## config.mk

```make
export PLATFORM = sky130hd
export DESIGN_NAME = acc_sad_sequencer
export DESIGN_NICKNAME = d
export VERILOG_FILES = /design/src/rtl/acc_sad_sequencer.sv
export SDC_FILE = /design/constraint.sdc
export NUM_CORES = 1
export LEC_CHECK = 0
export CAP_MARGIN = 10
export CORE_MARGIN = 1
export CORE_UTILIZATION = 25
export DETAILED_ROUTE_END_ITERATION = 6
export SLEW_MARGIN = 15
export SYNTH_ARGS = -nofsm -noshare
export SYNTH_HDL_FRONTEND = slang
export SYNTH_SLANG_ARGS = --single-unit
```

## constraint.sdc

```tcl
create_clock -name clk -period 5.4 [get_ports clk]
set_input_delay 0.81 -clock clk [delete_from_list [all_inputs] [get_ports clk]]
set_output_delay 0.81 -clock clk [all_outputs]
set_load 0.05 [all_outputs]
```

## src/rtl/acc_sad_sequencer.sv

```systemverilog
// Command sequencer between the HPS config/orig-block streams and the SAD core.
// Optional RUN watchdog enabled by defining SEQ_TIMEOUT_EN.
module acc_sad_sequencer #(
  parameter int unsigned LCU_WORDS      = 1024,
  parameter int unsigned CNT_W          = 11,
  parameter int unsigned TIMEOUT_CYCLES = 65535
) (
  input  logic        clk,
  input  logic        rst_n,
  input  logic [31:0] cfg_data_in,
  input  logic        cfg_lz_in,
  output logic        cfg_vz_out,
  input  logic        orig_lz_in,
  output logic        orig_vz_out,
  input  logic        core_orig_ready_in,
  output logic        core_orig_valid_out,
  output logic [31:0] core_lambda_out,
  output logic        core_start_out,
  input  logic        core_done_in,
  input  logic [63:0] core_sad_in,
  output logic [31:0] sad_result_low_out,
  output logic [31:0] sad_result_high_out,
  output logic        lambda_loaded_out,
  output logic        lcu_loaded_out,
  output logic [1:0]  result_ready_out,
  output logic        clear_fifo_out
);

  localparam logic [3:0] OP_SET_LAMBDA = 4'h1;
  localparam logic [3:0] OP_LOAD_LCU   = 4'h2;
  localparam logic [3:0] OP_START      = 4'h3;
  localparam logic [3:0] OP_CLEAR      = 4'hF;
  localparam logic [CNT_W-1:0] CNT_LAST = CNT_W'(LCU_WORDS - 1);

  // Elaboration-time parameter sanity.
  if ((64'(1) << CNT_W) <= 64'(LCU_WORDS)) begin : g_bad_cnt_w
    $error("acc_sad_sequencer: CNT_W too narrow for LCU_WORDS");
  end
  if (TIMEOUT_CYCLES == 0 || TIMEOUT_CYCLES > 65535) begin : g_bad_timeout
    $error("acc_sad_sequencer: TIMEOUT_CYCLES must be 1..65535");
  end

  typedef enum logic [1:0] {
    S_IDLE,
    S_LAMBDA,
    S_LOAD,
    S_RUN
  } state_t;

  state_t           state;
  logic [CNT_W-1:0] beat_cnt;
  logic [3:0]       opcode;
  logic             cfg_fire;
  logic             orig_fire;
  logic             in_load;

  assign opcode    = cfg_data_in[31:28];
  assign cfg_fire  = cfg_lz_in & cfg_vz_out;
  assign in_load   = (state == S_LOAD);
  assign orig_fire = in_load & orig_lz_in & core_orig_ready_in;

  // Orig-block handshake is passed through with zero latency while loading.
  assign orig_vz_out         = in_load & core_orig_ready_in;
  assign core_orig_valid_out = in_load & orig_lz_in;

`ifdef SEQ_TIMEOUT_EN
  localparam logic [15:0] WD_LAST = 16'(TIMEOUT_CYCLES - 1);
  logic [15:0] wd_cnt;
  logic        wd_expire;
  assign wd_expire = (wd_cnt == WD_LAST);
`endif

  always_ff @(posedge clk or negedge rst_n) begin
    if (!rst_n) begin
      state               <= S_IDLE;
      beat_cnt            <= '0;
      cfg_vz_out          <= 1'b0;
      core_lambda_out     <= '0;
      core_start_out      <= 1'b0;
      sad_result_low_out  <= '0;
      sad_result_high_out <= '0;
      lambda_loaded_out   <= 1'b0;
      lcu_loaded_out      <= 1'b0;
      result_ready_out    <= 2'b00;
      clear_fifo_out      <= 1'b0;
`ifdef SEQ_TIMEOUT_EN
      wd_cnt              <= '0;
`endif
    end else begin
      core_start_out <= 1'b0;
      clear_fifo_out <= 1'b0;
      case (state)
        S_IDLE: begin
          cfg_vz_out <= 1'b1;
          if (cfg_fire) begin
            case (opcode)
              OP_SET_LAMBDA: state <= S_LAMBDA;
              OP_LOAD_LCU: begin
                state          <= S_LOAD;
                cfg_vz_out     <= 1'b0;
                lcu_loaded_out <= 1'b0;
              end
              OP_START: begin
                if (lambda_loaded_out && lcu_loaded_out) begin
                  state               <= S_RUN;
                  cfg_vz_out          <= 1'b0;
                  core_start_out      <= 1'b1;
                  result_ready_out[0] <= 1'b0;
`ifdef SEQ_TIMEOUT_EN
                  wd_cnt              <= '0;
`endif
                end else begin
                  result_ready_out[1] <= 1'b1;
                end
              end
              OP_CLEAR: begin
                clear_fifo_out    <= 1'b1;
                beat_cnt          <= '0;
                lcu_loaded_out    <= 1'b0;
                lambda_loaded_out <= 1'b0;
                result_ready_out  <= 2'b00;
              end
              default: result_ready_out[1] <= 1'b1;
            endcase
          end
        end

        S_LAMBDA: begin
          if (cfg_fire) begin
            core_lambda_out   <= cfg_data_in;
            lambda_loaded_out <= 1'b1;
            state             <= S_IDLE;
          end
        end

        S_LOAD: begin
          if (orig_fire) begin
            if (beat_cnt == CNT_LAST) begin
              beat_cnt       <= '0;
              lcu_loaded_out <= 1'b1;
              cfg_vz_out     <= 1'b1;
              state          <= S_IDLE;
            end else begin
              beat_cnt <= beat_cnt + CNT_W'(1);
            end
          end
        end

        S_RUN: begin
          if (core_done_in) begin
            sad_result_low_out  <= core_sad_in[31:0];
            sad_result_high_out <= core_sad_in[63:32];
            result_ready_out[0] <= 1'b1;
            lcu_loaded_out      <= 1'b0;
            cfg_vz_out          <= 1'b1;
            state               <= S_IDLE;
          end
`ifdef SEQ_TIMEOUT_EN
          // Watchdog abort: flag error and flush the streams, keep the old SAD.
          else if (wd_expire) begin
            result_ready_out[1] <= 1'b1;
            clear_fifo_out      <= 1'b1;
            lcu_loaded_out      <= 1'b0;
            cfg_vz_out          <= 1'b1;
            state               <= S_IDLE;
          end else begin
            wd_cnt <= wd_cnt + 16'd1;
          end
`endif
        end

        default: state <= S_IDLE;
      endcase
    end
  end

endmodule

```

==> impl_metrics.tcl <==
set metrics [dict create \
    routabilityCongestion 0.7825 \
    cts_sinks 116 \
    clk_pin_slew_ps 60 \
    fin_worst_skew_ps 10.14 \
    grt_pass1_vias 3756 \
    antenna_found_initial 0 \
    synthSimpleGateAreaFrac_pct 6.138 \
    yosys.area.top_type_share_pct 60.09 \
    min_period_ps 3242 \
    syn2layout_area_growth_pct 61.38 \
    port_buffers 206 \
    h-tree-depth 4 \
    maxCapViolCount 0 \
    num-nets-final 664 \
    setup_slack_ps 2158 \
    dp_hpwl_mm 8.616 \
    cts_buffers 17 \
    path_class "reg -> out" \
    route.detailed.drc 0 \
    r2r-start "state[1]" \
    max_freq_ghz 0.3085 \
    final_common_cell "clkdlybuf4s50_1" \
    first_iter_violations 69 \
    viasPerCell 4.306 \
    detail-route-antenna-nets 0 \
    hold_class "in -> async" \
    synth_seq_cells 116 \
    cp.arrival_ps 2430 \
    tritoncts "built" \
    die_area_um2 19880 \
    cts_setup_buffers 0 \
    leakage_uw 0.003263 \
    powerDensity_nw_per_um2 691.7 \
    yosys.area.top_type "dfrtp_1" \
    synthTopCellsByArea "dfrtp_1 (60%), mux2_2 (23%), ha_1 (1.6%)" \
    post-route-period-util_pct 60.03 \
    status "complete, no violations" \
    cp-start-kind "register" \
    timing.slew.headroom_pct 36.80 \
    synth_compound_area_share_pct 7.433 \
    fillers 1733 \
    place_ws_ps 2394 \
    firstDrtPassIters 4 \
    grt_overflow 0 \
    fin_setup_tns_ps 0 \
    ys_types 47 \
    vias 3570 \
    synth_edf_count 0 \
    postSynth.asyncResetShare_pct 100.0 \
    die_h_um 141.0 \
    yosys.area_share.adder_pct 1.554 \
    yosysWarnings 0 \
    crit_path_start "state[0]" \
    rsz0062_at_grt "no" \
    grt_first_pass_wirelength_mm 19.39 \
    cp_max_fo 12 \
    vdd_drop_max_mv 0.4542 \
    reg2reg_to "core_lambda_out[7]" \
    fin_cells 829 \
    core_um2 18830 \
    layout-drive-gt1-share_pct 24.78 \
    synth_top_flop_cell "dfrtp_1" \
    syn_area_per_cell_um2 14.21 \
    ff2ff_setup_slack_ps 3150 \
    clk_latency_ps 410 \
    synth_top_family_by_area "multiplexers" \
    dp_cells 797 \
    timing.final.hold_violations 0 \
    drv_slew 0 \
    tightest_slew_ps 946.9 \
    synth_xor_area_share_pct 0 \
    postCtsHoldBufs 0 \
    wire_per_inst_um 14.61 \
    start_util_pct 25.65 \
    die_w_um 141.0 \
    synth_fp_nets 448 \
    drt_wl_total_mm 12.11 \
    worstPathRequired_ps 4590 \
    reg2reg_depth 4 \
    critPathCaptureType "primary output" \
    cts_resized 0 \
    cts-root-buf "clkbuf_16" \
    grt_start_max_net_pins 56 \
    layout_common_cells "clkdlybuf4s50_1 (205), dfrtp_1 (116), mux2_2 (97), clkbuf_16 (17), nor2_1 (14)" \
    syn_inst 340 \
    seq_area_frac_synth_pct 60.09 \
    grt_use_total_pct 12.68 \
    synthMuxAreaShare_pct 23.03 \
    ios 207 \
    syn_area_um2 4831 \
    setup_viol 0 \
    clock_path_buffers 2 \
    n_antenna_cell 0 \
    num_rows 50 \
]
-- cells in the mapped netlist, types with 3 or more instances --
cell type / number
nand3_1: 8
and2_1: 3
dfrtp_1: 116
o31ai_1: 5
inv_1: 9
clkbuf_1: 8
a21oi_1: 6
o2bb2ai_1: 3
ha_1: 6
mux2_2: 97
nor2_1: 14
a211oi_1: 3
buf_1: 3
nand2_1: 10
nor3_1: 3
-- worst max path at each step --
stage | cells after the start | slack (ps) | end
final | 4 | 2160 | core_orig_valid_out
after CTS | 4 | 2130 | core_orig_valid_out
after global routing | 4 | 2010 | core_orig_valid_out
after detailed placement | 3 | 2390 | core_orig_valid_out
after floorplan | 4 | 3120 | core_orig_valid_out
after global placement | 3 | 2390 | core_orig_valid_out
-- metrics by stage --
stage	hold WS, ps	instance area (µm²)	util [%]	total power, µW
final	419.8	7796	41.40	5393
after CTS	429.3	7796	41.40	5459
after floorplan	479.9	4831	-	3291
after global placement	487.2	7202	38.25	4247
after global routing	465.8	7796	41.40	5635
after detailed placement	491.6	7202	38.25	4284
-- critical path, stage by stage, from the launching register on --
cell,delay (ps)
dfrtp_1,400
inv_1,130
ha_1,500
and2_1,200
clkdlybuf4s50_1,790
-- final cells by class --
type | instances | area (µm²) | area share [%]
tap | 260 | 325.3 | 4.173
clock buffer | 22 | 464.2 | 5.954
inverter | 9 | 33.78 | 0.4333
sequential | 116 | 2903 | 37.23
timing repair buffer | 210 | 2090 | 26.80
multi-input combinational | 202 | 1851 | 23.74
clock inverter | 10 | 130.1 | 1.669
-- where the power goes --
group	internal, µW	total (µW)	switching, µW
clock network	746	1140	394
logic	1050	2800	1750
registers	1250	1450	204
-- kinds of logic (layout without fill, tap and decap cells) --
kind of cell    after synthesis  count (layout)
flops                       116             116
mux                          99              99
simple gates                 54              54
compound gates               43              43
buf+inv                      22             251
fa+ha+maj                     6               6
-- metal layers --
| metal | vias up | wire, µm | track usage (%) |
|---|---|---|---|
| met4 | 0 | 138 | 5.149 |
| met1 | 1758 | 5152 | 15.07 |
| met2 | 141 | 5791 | 19.95 |
| met5 | - | 0 | 0 |
| li1 | 1663 | - | - |
| met3 | 8 | 1028 | 5.639 |
-- state kept, by name, summed over array words and instances, names as in the netlist --
| register | flops |
|---|---|
| clear_fifo_out | 1 |
| sad_result_high_out | 32 |
| lcu_loaded_out | 1 |
| result_ready_out | 2 |
| state | 2 |
| cfg_vz_out | 1 |
| sad_result_low_out | 32 |
| beat_cnt | 11 |
| lambda_loaded_out | 1 |
| core_lambda_out | 32 |
| core_start_out | 1 |
Power figures use the tool's default switching activity.
